File: src/rtl/hazard_bubble_unit.sv
// Load-use hazard detector with a registered ID/EX control bundle.
// Holds the front end for LOAD_STALL cycles per hazard, injects bubbles, and squashes on flush.
module hazard_bubble_unit #(
  parameter int unsigned        CTRL_W      = 8,
  parameter int unsigned        REG_AW      = 5,
  parameter int unsigned        MEMREAD_BIT = 1,
  parameter int unsigned        LOAD_STALL  = 1,
  parameter logic [CTRL_W-1:0]  BUBBLE      = '0,
  parameter int unsigned        CNT_W       = 16
) (
  input  logic              clk,
  input  logic              rst_n,
  input  logic [CTRL_W-1:0] id_ctrl,
  input  logic [REG_AW-1:0] id_rs1,
  input  logic [REG_AW-1:0] id_rs2,
  input  logic              id_uses_rs2,
  input  logic [REG_AW-1:0] ex_rd,
  input  logic              flush,
  output logic [CTRL_W-1:0] ex_ctrl,
  output logic              pc_write,
  output logic              ifid_write,
  output logic              stall_active,
  output logic [CNT_W-1:0]  bubble_cnt
);

  localparam logic [0:0] ST_IDLE  = 1'b0;
  localparam logic [0:0] ST_STALL = 1'b1;

  // A single-cycle stall never leaves IDLE; longer stalls count the remaining bubbles in STALL.
  localparam logic [2:0] STALL_RELOAD = 3'(LOAD_STALL - 1);
  localparam logic [0:0] HAZARD_NEXT  = (LOAD_STALL == 1) ? ST_IDLE : ST_STALL;

  logic [0:0]        state_q, state_d;
  logic [2:0]        cnt_q, cnt_d;
  logic [CTRL_W-1:0] ex_ctrl_q, ex_ctrl_d;
  logic [CNT_W-1:0]  bubble_cnt_q, bubble_cnt_d;

  logic hazard;
  logic hold;
  logic bubble_inc;
  logic rs1_match;
  logic rs2_match;

  assign rs1_match = (ex_rd == id_rs1);
  assign rs2_match = id_uses_rs2 && (ex_rd == id_rs2);

  assign hazard = (state_q == ST_IDLE) && ex_ctrl_q[MEMREAD_BIT] &&
                  (ex_rd != '0) && (rs1_match || rs2_match);

  always_comb begin
    state_d    = state_q;
    cnt_d      = cnt_q;
    ex_ctrl_d  = id_ctrl;
    hold       = 1'b0;
    bubble_inc = 1'b0;

    if (flush) begin
      ex_ctrl_d = BUBBLE;
      state_d   = ST_IDLE;
      cnt_d     = '0;
    end else if (state_q == ST_STALL) begin
      hold       = 1'b1;
      bubble_inc = 1'b1;
      ex_ctrl_d  = BUBBLE;
      cnt_d      = cnt_q - 3'd1;
      if (cnt_q == 3'd1) begin
        state_d = ST_IDLE;
      end
    end else if (hazard) begin
      hold       = 1'b1;
      bubble_inc = 1'b1;
      ex_ctrl_d  = BUBBLE;
      state_d    = HAZARD_NEXT;
      cnt_d      = STALL_RELOAD;
    end
  end

  // Saturating: once all-ones the count sticks rather than wrapping.
  always_comb begin
    bubble_cnt_d = bubble_cnt_q;
    if (bubble_inc && (bubble_cnt_q != {CNT_W{1'b1}})) begin
      bubble_cnt_d = bubble_cnt_q + CNT_W'(1);
    end
  end

  always_ff @(posedge clk) begin
    if (!rst_n) begin
      state_q      <= ST_IDLE;
      cnt_q        <= '0;
      ex_ctrl_q    <= BUBBLE;
      bubble_cnt_q <= '0;
    end else begin
      state_q      <= state_d;
      cnt_q        <= cnt_d;
      ex_ctrl_q    <= ex_ctrl_d;
      bubble_cnt_q <= bubble_cnt_d;
    end
  end

  // The front end always runs while reset is asserted.
  assign pc_write     = ~(rst_n & hold);
  assign ifid_write   = ~(rst_n & hold);
  assign stall_active = rst_n & hold;
  assign ex_ctrl      = ex_ctrl_q;
  assign bubble_cnt   = bubble_cnt_q;

endmodule
File: config.mk
export PLATFORM = sky130hd
export DESIGN_NAME = hazard_bubble_unit
export DESIGN_NICKNAME = d
export VERILOG_FILES = /design/src/rtl/hazard_bubble_unit.sv
export SDC_FILE = /design/constraint.sdc
export NUM_CORES = 1
export LEC_CHECK = 0
export BUFFER_PORTS_ARGS = -buffer_cell sky130_fd_sc_hd__buf_2
export CAP_MARGIN = 20
export CORE_MARGIN = 2
export CORE_UTILIZATION = 30
export DETAILED_ROUTE_END_ITERATION = 16
export GPL_TIMING_DRIVEN = 0
export SLEW_MARGIN = 30
export SYNTH_ARGS = -nofsm -noshare
export SYNTH_HDL_FRONTEND = slang
export SYNTH_SLANG_ARGS = --single-unit
File: constraint.sdc
create_clock -name clk -period 4.9 [get_ports clk]
set_input_delay 0.49 -clock clk [delete_from_list [all_inputs] [get_ports clk]]
set_output_delay 0.49 -clock clk [all_outputs]
set_load 0.05 [all_outputs]
* Word-level counts from Yosys, hierarchy flattened *
Index checks and enable logic that the tools add are counted.

word-level totals
  output and inout bits = 27
  logic and storage cells = 31
  bits in registers = 28

cells by class
  reduce and logical (&&, ||, !) cells = 11
  mux-type cells = 6
  bitwise operators = 4
  equality and inequality tests = 4
  add/sub/neg operators = 2

operator list
  cell                   count
  $add 16x1->16 const B  1
  $ne 16x16->1 const B   1
  $eq 5x5->1             2
  $mux 3                 2
  $logic_and 1x1->1      5
  $reduce_bool 5->1      1
  $mux 1                 4
  $reduce_or 4->1        1
  $eq 3x1->1 const B     1
  $not 1->1              3
  $reduce_or 3->1        1
  $sub 3x1->3 const B    1
  $reduce_bool 2->1      1
  $reduce_or 2->1        1
  $and 1x1->1            1
  $logic_or 1x1->1       1

* Logic depth before layout (Yosys ltp) *
Gate-level depths: netlist of run 1.

  word-level depth = 9
  mapped depth = 8
  depth with buffers taken out = 7

* Least setup slack after synthesis of run 1 *
Ideal clock, no wire load.

  path kind = in2out
  from = input ex_rd[1]
  to = output stall_active
  setup slack = 1.902 ns
  cell stages on the path = 7
  data arrival time = 2.508 ns
  buffers on the path = 1
  cell sequence = or4_1 -> o21ai_0 -> inv_1 -> a21oi_1 -> clkbuf_1 -> nand2b_1 -> inv_1

between the ends
  word-level cells in the longest chain between the ends = 8
  elaborated cells on any way between the ends = 11

RTL lines
  what                   RTL line  source
  from (decl)            17        input logic [REG_AW-1:0] ex_rd,
  $eq 5x5->1             45        assign rs2_match = id_uses_rs2 && (ex_rd == id_rs2);
  $logic_and 1x1->1      45
  $logic_or 1x1->1       48        (ex_rd != '0) && (rs1_match || rs2_match);
  $logic_and 1x1->1 (*)  48
  $mux 1 (*)             69        end else if (hazard) begin
  $mux 1 (*)             61        end else if (state_q == ST_STALL) begin
  $mux 1 (*)             57        if (flush) begin
  $and 1x1->1 (*)        103       assign stall_active = rst_n & hold;
  to (decl)              22        output logic stall_active,

Mark *: on every way between the ends. The rest lies on a longest branch, timed or not.

* Worst setup path in the final report of run 1 *
  from = input ex_rd[1]
  to = output pc_write

between the ends
  word-level cells in the longest chain between the ends = 9
  elaborated cells on any way between the ends = 12

RTL lines
  what                   RTL line  source
  $eq 5x5->1             45
  $logic_and 1x1->1      45
  $logic_or 1x1->1       48
  $logic_and 1x1->1 (*)  48
  $mux 1 (*)             69
  $mux 1 (*)             61
  $mux 1 (*)             57
  $and 1x1->1 (*)        101       assign pc_write = ~(rst_n & hold);
  $not 1->1 (*)          101
  to (decl)              20        output logic pc_write,

Marks and branches as above.

==> parameters.txt, run 1 <==
Parameter                              Value

STA
  Final setup violation count    0
  Min Hold Slack    433.5 ps
  Max Slew Vio Count    0
  Post-layout minimum cycle time    2983 ps
  Share of the cycle needed by the critical path after routing    0.6088
  Sum Neg Setup Slack    0 ps
  Post-Route Skew    2.185 ps
  Setup repair after global routing missed its margin    false
  Least setup slack across all paths after layout    1917 ps
  Final hold violation count    0
  Headroom to the max-slew limit    0.6476
  Max Fclk    335.2 MHz
  Transition time at the pin with the least slew margin    528.6 ps

Floorplanning
  Area of the die    5155 um^2
  Number of top-level design ports    54
  Die span in x    71.80 um
  Die Span Y    71.80 um
  Placement row count    24
  Area of the core    4384 um^2
  Starting Density    0.3145

Clock tree
  CTS clk-pin slew, worst paths    90 ps
  Clock Sink Count    28
  Setup Buffers After CTS    0
  H-tree Lvls    1
  TritonCTS clock tree    done
  CTS resizes    0
  Clock root buffer    clkbuf_8
  Clk buf depth    2
  Clock latency of the later-clocked register in the worst-skew pair    270 ps
  CTS Buf Count    3
  Hold bufs inserted after CTS    0

Cells and area
  Number of inserted diodes    0
  End-of-flow core utilization    0.4061
  Final std cell area, no fill    1780 um^2
  Share of final-layout standard cells stronger than drive strength 1    0.2883
  Post-synthesis to final-layout area growth    29.13%
  Layout net count    253

Synth
  Post-synthesis cell area    1379 um^2
  Syn Inst Count    165
  Yosys Warn Count    0
  Cell taking the most area after synthesis    dfxtp_1
  Average cell area after synthesis    8.356 um^2
  Library cells used by synthesis    29
  Post-synthesis sequential element count    28
  Sequential element share of the synthesized area    0.4065
  Post-synthesis net count    195
  Dominant cells by area after synthesis    dfxtp_1 (41%), xnor2_1 (6.4%), a21oi_1 (5.1%)
  Share of Yosys cell area claimed by the top area cell type    0.4065

Global routing
  Total grt overflow    0
  Number of global-route vias before repair    1,133
  Initial antenna violation count    0
  First-pass GRT wire length    5112 um
  All-layer global routing usage    0.1235
  Maximum number of pins on one net before global-route repair    17

Setup path
  Critical Path Most Common Cell    buf_2
  Critical path class    in2out
  Category of the worst setup path capture point    output port
  Critical Path Fanout Max    10
  Gate family responsible for the most delay along the worst path    buffers and inverters
  Critical-path cell with the highest stage delay    or4_1
  Nature of the critical path startpoint    primary input
  Endpoint arrival time on the critical path    2490 ps
  Setup crit start    ex_rd[1]
  Critical Path, Cell by Cell    buf_2 -> or4_1 -> o21ai_0 -> inv_1 -> a21oi_1 -> clkbuf_1 -> nand2b_1 -> buf_4 -> buf_2
  Data required time of the critical path    4410 ps
  Launch instance of the worst register-to-register path    bubble_cnt[0]
  Crit path buffers/inverters    5
  Max stage delay on crit path    510 ps

Drt
  Total number of vias    1,314
  1st-iter DRT viols    58
  WL/cell    11.46 um
  Average via count per standard cell    4.796
  Antenna Violating Nets Remaining    0
  First-pass DRT Iterations    4
  Number of DRC violations after detailed routing    0
  Detailed Route WL    3141 um

Run
  Max-cap check violation count    0

Min path
  Worst hold path type    in2reg
  Worst hold start    id_ctrl[2]

Placement
  Number of port buffers    53
  Placement-stage cell area    1709 um^2
  Post-DP HPWL    2424 um
  Pre-CTS WS    1905 ps
  Weighted congestion reported at the end of routability-driven placement    0.8143

Power and ir drop
  Leakage component of the power    0.7540 nW
  Worst supply voltage drop on vdd    115.4 uV
  Ratio of total power to cell area    256.8 nW/um^2

Run status
  Result of the run    complete, no violations
==> logic make-up after synthesis <==
kind of cell | synth area share
compound gates | 0.1007
fa+ha+maj | 0.02723
xor+xnor | 0.06987
buf+inv | 0.04447
simple gates | 0.3004
mux | 0.05082
flops | 0.4065
==> synthesized netlist by cell type <==
master / instances
a21oi_1: 14
and3_1: 8
buf_2: 1
buf_4: 1
clkbuf_1: 5
dfxtp_1: 28
ha_1: 3
inv_1: 8
mux2i_1: 7
nand2_1: 16
nand2b_1: 6
nand3_1: 6
nand4_1: 3
nand4_2: 1
nor2_1: 8
nor2_2: 1
nor2b_1: 2
nor3_1: 7
nor4_1: 3
o21ai_0: 8
o22ai_1: 1
o31ai_1: 3
or2_2: 1
or3_1: 6
or3_2: 1
or4_1: 5
or4b_4: 1
xnor2_1: 10
xor2_1: 1
==> power breakdown <==
part	total (mW)	internal (mW)	leakage, nW	switching (mW)
Sequential	0.231	0.230	0.227	0.000709
Combinational	0.0450	0.0186	0.492	0.0264
Clock	0.182	0.109	0.0357	0.0721
==> state kept, by name (all words and copies together) (netlist names) <==
| register | cells |
|---|---|
| state_q | 1 |
| ex_ctrl | 8 |
| cnt_q | 3 |
| bubble_cnt | 16 |
==> routing by layer <==
layer  wire, um  track usage  up-vias  share of wire
met5          0            0        -              0
met4         16      0.03145        0         0.0051
met3        185      0.03797        2          0.059
met2       1412       0.1944       32           0.45
met1       1527       0.1649      587           0.49
li1           -            -      693              -
==> layout by cell type, fill, tap and decap left out <==
cell type	Yosys	routed
buf_2	1	54
dfxtp_1	28	28
nand2_1	16	16
a21oi_1	14	14
xnor2_1	10	10
inv_1	8	8
o21ai_0	8	8
nor2_1	8	8
and3_1	8	8
nor3_1	7	7
mux2i_1	7	7
nand3_1	6	6
nand2b_1	6	6
or3_1	6	6
or4_1	5	5
clkbuf_1	5	5
nand4_1	3	3
nor4_1	3	3
o31ai_1	3	3
ha_1	3	3
clkbuf_8	0	3
nor2b_1	2	2
o22ai_1	1	1
nand4_2	1	1
or2_2	1	1
or3_2	1	1
xor2_1	1	1
nor2_2	1	1
or4b_4	1	1
buf_4	1	1
bufinv_16	0	1
==> metrics by stage <==
step	instances	total power [mW]
floorplan	165	0.2630
global placement	270	0.2814
detailed placement	270	0.2816
CTS	274	0.4644
global route	274	0.4734
finish	274	0.4573
==> final timing paths <==
kind                   end  slack, ps  cells past startpoint
max               pc_write       1920                      9
min             ex_ctrl[2]        430                      2
max reg2reg  bubble_cnt[1]       2450                      8
min reg2reg  bubble_cnt[8]        490                      2
==> final cells by class <==
type / count / area, um^2
timing repair buffer: 53 / 265.3
tap: 52 / 65.06
multi-input combinational: 122 / 757.0
clock buffer: 3 / 41.29
clock inverter: 1 / 30.03
fill: 459 / 2604
inverter: 8 / 30.03
buffer: 7 / 31.28
sequential: 28 / 560.5
No activity file was read; power rests on OpenSTA's default activity.
==> run 2: changes to the inputs <==
--- a/config.mk
+++ b/config.mk
@@ -5,6 +5,7 @@
 export SDC_FILE = /design/constraint.sdc
 export NUM_CORES = 1
 export LEC_CHECK = 0
+export ABC_AREA = 1
 export BUFFER_PORTS_ARGS = -buffer_cell sky130_fd_sc_hd__buf_2
 export CAP_MARGIN = 20
 export CORE_MARGIN = 2
==> constraint.sdc (replaced) <==
create_clock -name clk -period 2.43 [get_ports clk]
set_input_delay 0.243 -clock clk [delete_from_list [all_inputs] [get_ports clk]]
set_output_delay 0.243 -clock clk [all_outputs]
set_load 0.05 [all_outputs]
==> parameters.txt, run 2 <==
Parameter                              Value

STA
  Least setup slack across all paths after layout    601.4 ps (was 1917 ps)
  Min Hold Slack    173.4 ps (was 433.5 ps)
  Headroom to the max-slew limit    0.6821 (was 0.6476)
  Max Fclk    546.9 MHz
  Post-layout minimum cycle time    1829 ps
  Sum Neg Setup Slack    0 ps (unchanged)
  Transition time at the pin with the least slew margin    476.9 ps (was 528.6 ps)
  Final hold violation count    0 (unchanged)
  Max Slew Vio Count    0 (unchanged)
  Share of the cycle needed by the critical path after routing    0.7525
  Post-Route Skew    5.682 ps (was 2.185 ps)
  Setup repair after global routing missed its margin    false (unchanged)
  Final setup violation count    0 (unchanged)

Power and ir drop
  Power share of the sequential group    0.538 (was 0.505)
  Leakage component of the power    1.184 nW (was 0.7540 nW)
  Combinational power share    0.126 (was 0.098)
  Power, Total    0.8670 mW (was 0.4573 mW)
  Worst supply voltage drop on vdd    201.8 uV (was 115.4 uV)
  Clock group share of total power    0.336 (was 0.397)
  Psw    0.2202 mW (was 0.09921 mW)
  Ratio of total power to cell area    401.2 nW/um^2 (was 256.8 nW/um^2)
  Sw frac    0.2540 (was 0.2170)
  Internal power summed over all cells    0.6468 mW (was 0.3581 mW)

Clock tree
  TritonCTS clock tree    done (unchanged)
  CTS Buf Count    3 (unchanged)
  Clock root buffer    clkbuf_8 (unchanged)
  Clk buf depth    2 (unchanged)
  H-tree Lvls    1 (unchanged)
  Clock Sink Count    28 (unchanged)
  CTS clk-pin slew, worst paths    100 ps (was 90 ps)
  Clock latency of the later-clocked register in the worst-skew pair    270 ps (about the same)
  Hold bufs inserted after CTS    0 (unchanged)
  Setup Buffers After CTS    0 (unchanged)
  CTS resizes    0 (unchanged)

Floorplanning
  Area of the core    5574 um^2 (was 4384 um^2)
  Number of top-level design ports    54 (unchanged)
  Area of the die    6479 um^2 (was 5155 um^2)
  Die Span Y    80.50 um (was 71.80 um)
  Placement row count    27 (was 24)
  Starting Density    0.3149 (was 0.3145)
  Die span in x    80.50 um (was 71.80 um)

Synth
  Average cell area after synthesis    6.502 um^2 (was 8.356 um^2)
  Post-synthesis cell area    1755 um^2 (was 1379 um^2)
  Dominant cell by count in the synthesized netlist    nand2_1 (was dfxtp_1)
  Cell taking the most area after synthesis    dfxtp_1 (unchanged)
  Post-synthesis sequential element count    28 (unchanged)
  Share of flip-flops with an asynchronous set or reset    0 (unchanged)
  Yosys Warn Count    0 (unchanged)
  Most frequently used flop master after synthesis    dfxtp_1 (unchanged)
  Cell types with the highest counts after synthesis    nand2_1 (74), inv_1 (53), nor2_1 (41), dfxtp_1 (28), nand4_1 (14) (was dfxtp_1 (28), nand2_1 (16), a21oi_1 (14), xnor2_1 (10))
  Dominant cells by area after synthesis    dfxtp_1 (32%), nand2_1 (16%), inv_1 (11%) (was dfxtp_1 (41%), xnor2_1 (6.4%), a21oi_1 (5.1%))
  Post-synthesis net count    300 (was 195)
  EDFF count, synth    0 (unchanged)
  Syn Inst Count    270 (was 165)
  Library cells used by synthesis    29 (unchanged)
  Sequential element share of the synthesized area    0.3193 (was 0.4065)
  Share of Yosys cell area claimed by the top area cell type    0.3193 (was 0.4065)

Cells and area
  Number of filler cells placed in the layout    628 (was 459)
  Register cell area after layout    560.5 um^2 (unchanged)
  Share of final-layout standard cells stronger than drive strength 1    0.2730 (was 0.2883)
  Largest register FFs    16 (unchanged)
  Area used by multi-input combinational logic    918.4 um^2 (was 757.0 um^2)
  Layout net count    357 (was 253)
  End-of-flow core utilization    0.3877 (was 0.4061)
  Most used cells in the layout excluding fill and tap cells    nand2_1 (74), inv_1 (53), buf_2 (53), nor2_1 (41), dfxtp_1 (28) (was buf_2 (54), dfxtp_1 (28), nand2_1 (16), a21oi_1 (14), xnor2_1 (10))
  Most common cell after layout, fill and taps aside    nand2_1 (was buf_2)
  Final std cell area, no fill    2161 um^2 (was 1780 um^2)
  Post-synthesis to final-layout area growth    23.09% (was 29.13%)
  Number of inserted diodes    0 (unchanged)
  Number of non-filler instances in the completed layout    398 (was 274)

Placement
  Number of port buffers    52 (was 53)
  Cells after DPL    394 (was 270)
  Weighted congestion reported at the end of routability-driven placement    0.7875 (was 0.8143)
  Placement-stage cell area    2106 um^2 (was 1709 um^2)
  Pre-CTS WS    582.0 ps (was 1905 ps)
  Post-DP HPWL    2984 um (was 2424 um)

Setup path
  Worst Reg2Reg Path Length in Cells    10 (was 8)
  Category of the worst setup path capture point    output port (unchanged)
  Max stage delay on crit path    200 ps (was 510 ps)
  Critical path class    in2out (unchanged)
  Critical Path, Cell by Cell    buf_2 -> inv_2 -> nand2_1 -> nand2_1 -> nor2_1 -> nand3_1 -> nand2_2 -> nand2_4 -> nand2_8 -> buf_4 -> nand2_1 -> buf_4 -> buf_2 (was buf_2 -> or4_1 -> o21ai_0 -> inv_1 -> a21oi_1 -> clkbuf_1 -> nand2b_1 -> buf_4 -> buf_2)
  Cell depth of the worst setup path    13 (was 9)
  Crit path buffers/inverters    5 (unchanged)
  Endpoint arrival time on the critical path    1590 ps (was 2490 ps)
  Critical Path Most Common Cell    nand2_1 (was buf_2)
  Gate family responsible for the most delay along the worst path    buffers and inverters (unchanged)
  Critical-path cell with the highest stage delay    buf_2 (was or4_1)
  Nature of the critical path startpoint    primary input (unchanged)
  Data required time of the critical path    2190 ps (was 4410 ps)
  Critical Path Fanout Max    10 (unchanged)

Drt
  WL/cell    9.382 um (was 11.46 um)
  Total number of vias    1,695 (was 1,314)
  Antenna Violating Nets Remaining    0 (unchanged)
  1st-iter DRT viols    51 (was 58)
  Number of DRC violations after detailed routing    0 (unchanged)
  First-pass DRT Iterations    4 (unchanged)
  Average via count per standard cell    4.259 (was 4.796)
  Detailed Route WL    3734 um (was 3141 um)

Global routing
  Total grt overflow    0 (unchanged)
  First-pass GRT wire length    6561 um (was 5112 um)
  All-layer global routing usage    0.1221 (was 0.1235)
  Maximum number of pins on one net before global-route repair    16 (was 17)
  Number of global-route vias before repair    1,557 (was 1,133)
  Initial antenna violation count    0 (unchanged)

Run
  Max-cap check violation count    0 (unchanged)

Run status
  Result of the run    complete, no violations (unchanged)

Min path
  Depth of the worst hold-timing path    3 (was 2)
  Worst hold path type    in2reg (unchanged)
[run 2: layout make-up]
class,count,share of cell area
Buffer,6,0.02374
Clock buffer,4,0.02548
Inverter,60,0.1042
Multi-Input combinational cell,176,0.4250
Sequential cell,28,0.2594
Tap cell,72,0.04169
Timing Repair Buffer,52,0.1204
[run 2: cells by family after synthesis]
family,synth area share
fa+ha+maj,0.02139
compound gates,0.01853
xor+xnor,0.02495
buf+inv,0.1575
flops,0.3193
simple gates,0.4583
[run 2: power groups by stage]
stage	Clock, mW	Sequential, mW	Combinational, mW
after floorplan	0	0.498	0.0488
after global placement	0	0.477	0.109
after detailed placement	0	0.477	0.111
after CTS	0.299	0.467	0.111
after global routing	0.317	0.467	0.122
final	0.291	0.466	0.109
[run 2: per-layer routing]
metal	wire length (um)	vias up	share of wire	global-route usage
met4	38	0	0.010	0.03051
met5	0	-	0	0
met3	121	2	0.032	0.01124
li1	-	926	-	-
met1	1803	741	0.48	0.1572
met2	1770	26	0.47	0.2175
[run 2: worst paths after layout]
check	to	slack [ps]	start
worst max register to register	bubble_cnt[8]	820	bubble_cnt[1]
worst min register to register	cnt_q[0]	490	cnt_q[0]
worst min-delay path	ex_ctrl[3]	170	id_ctrl[3]
worst max-delay path	pc_write	600	ex_rd[0]
[run 2: worst register-to-register path, stage by stage (launching register included)]
cell,delay (ps)
dfxtp_1,400
ha_1,210
nand3_1,160
nor2_4,170
nand4_4,170
nand2_1,120
nor2_1,70
nand3_2,70
nand2_1,50
nand2_1,60
nor2_2,30
==> run 3: changes to the inputs <==
==> constraint.sdc (replaced) <==
create_clock -name clk -period 1.7 [get_ports clk]
set_input_delay 0.17 -clock clk [delete_from_list [all_inputs] [get_ports clk]]
set_output_delay 0.17 -clock clk [all_outputs]
set_load 0.05 [all_outputs]
==> parameters.txt, run 3 (same netlist as run 2, synthesis figures left out) <==
Parameter                              Value

Cells and area
  Most used cells in the layout excluding fill and tap cells    nand2_1 (73), inv_1 (52), buf_2 (52), nor2_1 (40), dfxtp_1 (21) (was nand2_1 (74), inv_1 (53), buf_2 (53), nor2_1 (41), dfxtp_1 (28))
  Number of inserted diodes    0 (unchanged)
  Layout net count    356 (was 357)
  Share of final-layout standard cells stronger than drive strength 1    0.3046 (was 0.2730)
  Final std cell area, no fill    2178 um^2 (was 2161 um^2)
  Largest register FFs    16 (unchanged)
  End-of-flow core utilization    0.3908 (was 0.3877)
  Most common cell after layout, fill and taps aside    nand2_1 (unchanged)
  Number of filler cells placed in the layout    588 (was 628)
  Post-synthesis to final-layout area growth    24.09% (was 23.09%)

Drt
  Total number of vias    1,634 (was 1,695)
  WL/cell    9.259 um (was 9.382 um)
  1st-iter DRT viols    61 (was 51)
  First-pass DRT Iterations    4 (unchanged)
  Average via count per standard cell    4.116 (was 4.259)
  Number of DRC violations after detailed routing    0 (unchanged)
  Antenna Violating Nets Remaining    0 (unchanged)
  Detailed Route WL    3676 um (was 3734 um)

Clock tree
  TritonCTS clock tree    done (unchanged)
  Clock root buffer    clkbuf_8 (unchanged)
  CTS Buf Count    3 (unchanged)
  H-tree Lvls    1 (unchanged)
  Clk buf depth    2 (unchanged)
  Clock latency of the later-clocked register in the worst-skew pair    270 ps (about the same)
  CTS clk-pin slew, worst paths    100 ps (about the same)
  Clock Sink Count    28 (unchanged)

STA
  Setup repair after global routing missed its margin    false (unchanged)
  Post-Route Skew    6.881 ps (was 5.682 ps)
  Min Hold Slack    98.09 ps (was 173.4 ps)
  Headroom to the max-slew limit    0.6885 (was 0.6821)
  Final setup violation count    0 (unchanged)
  Transition time at the pin with the least slew margin    467.3 ps (was 476.9 ps)
  Share of the cycle needed by the critical path after routing    0.9149
  Max Fclk    642.9 MHz
  Post-layout minimum cycle time    1555 ps
  Max Slew Vio Count    0 (unchanged)
  Final hold violation count    0 (unchanged)

Run status
  Result of the run    complete, no violations (unchanged)

Floorplanning
  Starting Density    0.3149 (unchanged)
  Die Span Y    80.50 um (unchanged)
  Die span in x    80.50 um (unchanged)
  Area of the core    5574 um^2 (unchanged)
  Placement row count    27 (unchanged)
  Area of the die    6479 um^2 (unchanged)
  Number of top-level design ports    54 (unchanged)

Setup path
  Nature of the critical path startpoint    flip-flop (was primary input)
  Category of the worst setup path capture point    flip-flop (was output port)
  Critical Path Fanout Max    7 (was 10)
  Critical path class    reg2reg (was in2out)
  Data required time of the critical path    1870 ps (was 2190 ps)
  Endpoint arrival time on the critical path    1730 ps (was 1590 ps)

Global routing
  Maximum number of pins on one net before global-route repair    18 (was 16)
  Total grt overflow    0 (unchanged)
  Initial antenna violation count    0 (unchanged)
  Number of global-route vias before repair    1,447 (was 1,557)
  All-layer global routing usage    0.1205 (was 0.1221)
  First-pass GRT wire length    6327 um (was 6561 um)

Power and ir drop
  Ratio of total power to cell area    564.7 nW/um^2 (was 401.2 nW/um^2)
  Leakage component of the power    1.175 nW (was 1.184 nW)
  Power, Total    1.230 mW (was 0.8670 mW)
  Worst supply voltage drop on vdd    232.4 uV (was 201.8 uV)

Placement
  Weighted congestion reported at the end of routability-driven placement    0.7892 (was 0.7875)
  Placement-stage cell area    2121 um^2 (was 2106 um^2)
  Number of port buffers    52 (unchanged)
  Post-DP HPWL    2944 um (was 2984 um)

Run
  Max-cap check violation count    0 (unchanged)

Min path
  Worst hold path type    in2reg (unchanged)
[run 3: repair_timing]
item / 4_1_cts / 5_1_grt
resized for setup: 1 / 2
pin swaps: 0 / 1
hold buffers: 0 / 0
buffers inserted: 0 / 0
gates cloned: 0 / 0
endpoints found under the setup margin: 2 / 3
[run 3: worst paths after layout]
path | slack, ps | startpoint | cells past startpoint | to
min | 100 | id_ctrl[1] | 3 | ex_ctrl[1]
max | 140 | bubble_cnt[1] | 10 | bubble_cnt[8]
max reg2reg | 140 | bubble_cnt[1] | 10 | bubble_cnt[8]
min reg2reg | 490 | cnt_q[0] | 1 | cnt_q[0]
[run 3: worst max-delay path, cell delays in order (launching register included)]
cell and delay (ps):
dfxtp_2 370, ha_1 210, nand3_2 130, nor2_4 180, nand4_4 170, nand2_1 120, nor2_1 70, nand3_2 70
nand2_1 40, nand2_1 60, nor2_2 30
[run 3: area by class of cell]
cell class	count	area, um^2	share of cell area
Sequential cell	28	569.3	0.2613
Multi-Input combinational cell	176	928.4	0.4262
Clock buffer	4	55.05	0.02527
Inverter	60	229.0	0.1051
Timing Repair Buffer	52	262.8	0.1206
Tap cell	72	90.09	0.04136
Buffer	5	43.79	0.02010
[run 3: report_power, final]
| part | internal [mW] | switching, mW |
|---|---|---|
| Combinational | 0.0535 | 0.103 |
| Sequential | 0.664 | 0.00247 |
| Clock | 0.207 | 0.200 |
[run 3: metrics by stage]
step | setup TNS, ps | worst slack [ps] | std cells
3_5_place_dp | -9.191 | -9.191 | 394
2_1_floorplan | 0 | 14.49 | 270
5_1_grt | 0 | 1.072 | 397
6_report | 0 | 144.7 | 397
4_1_cts | 0 | 72.77 | 397
3_3_place_gp | 0 | 12.85 | 394
[run 3: layer usage]
| layer | vias to the layer above | global-route usage | share of wire |
|---|---|---|---|
| met1 | 685 | 0.1552 | 0.47 |
| met2 | 27 | 0.2042 | 0.47 |
| met4 | 0 | 0.04068 | 0.013 |
| li1 | 920 | - | - |
| met5 | - | 0 | 0 |
| met3 | 2 | 0.01798 | 0.042 |
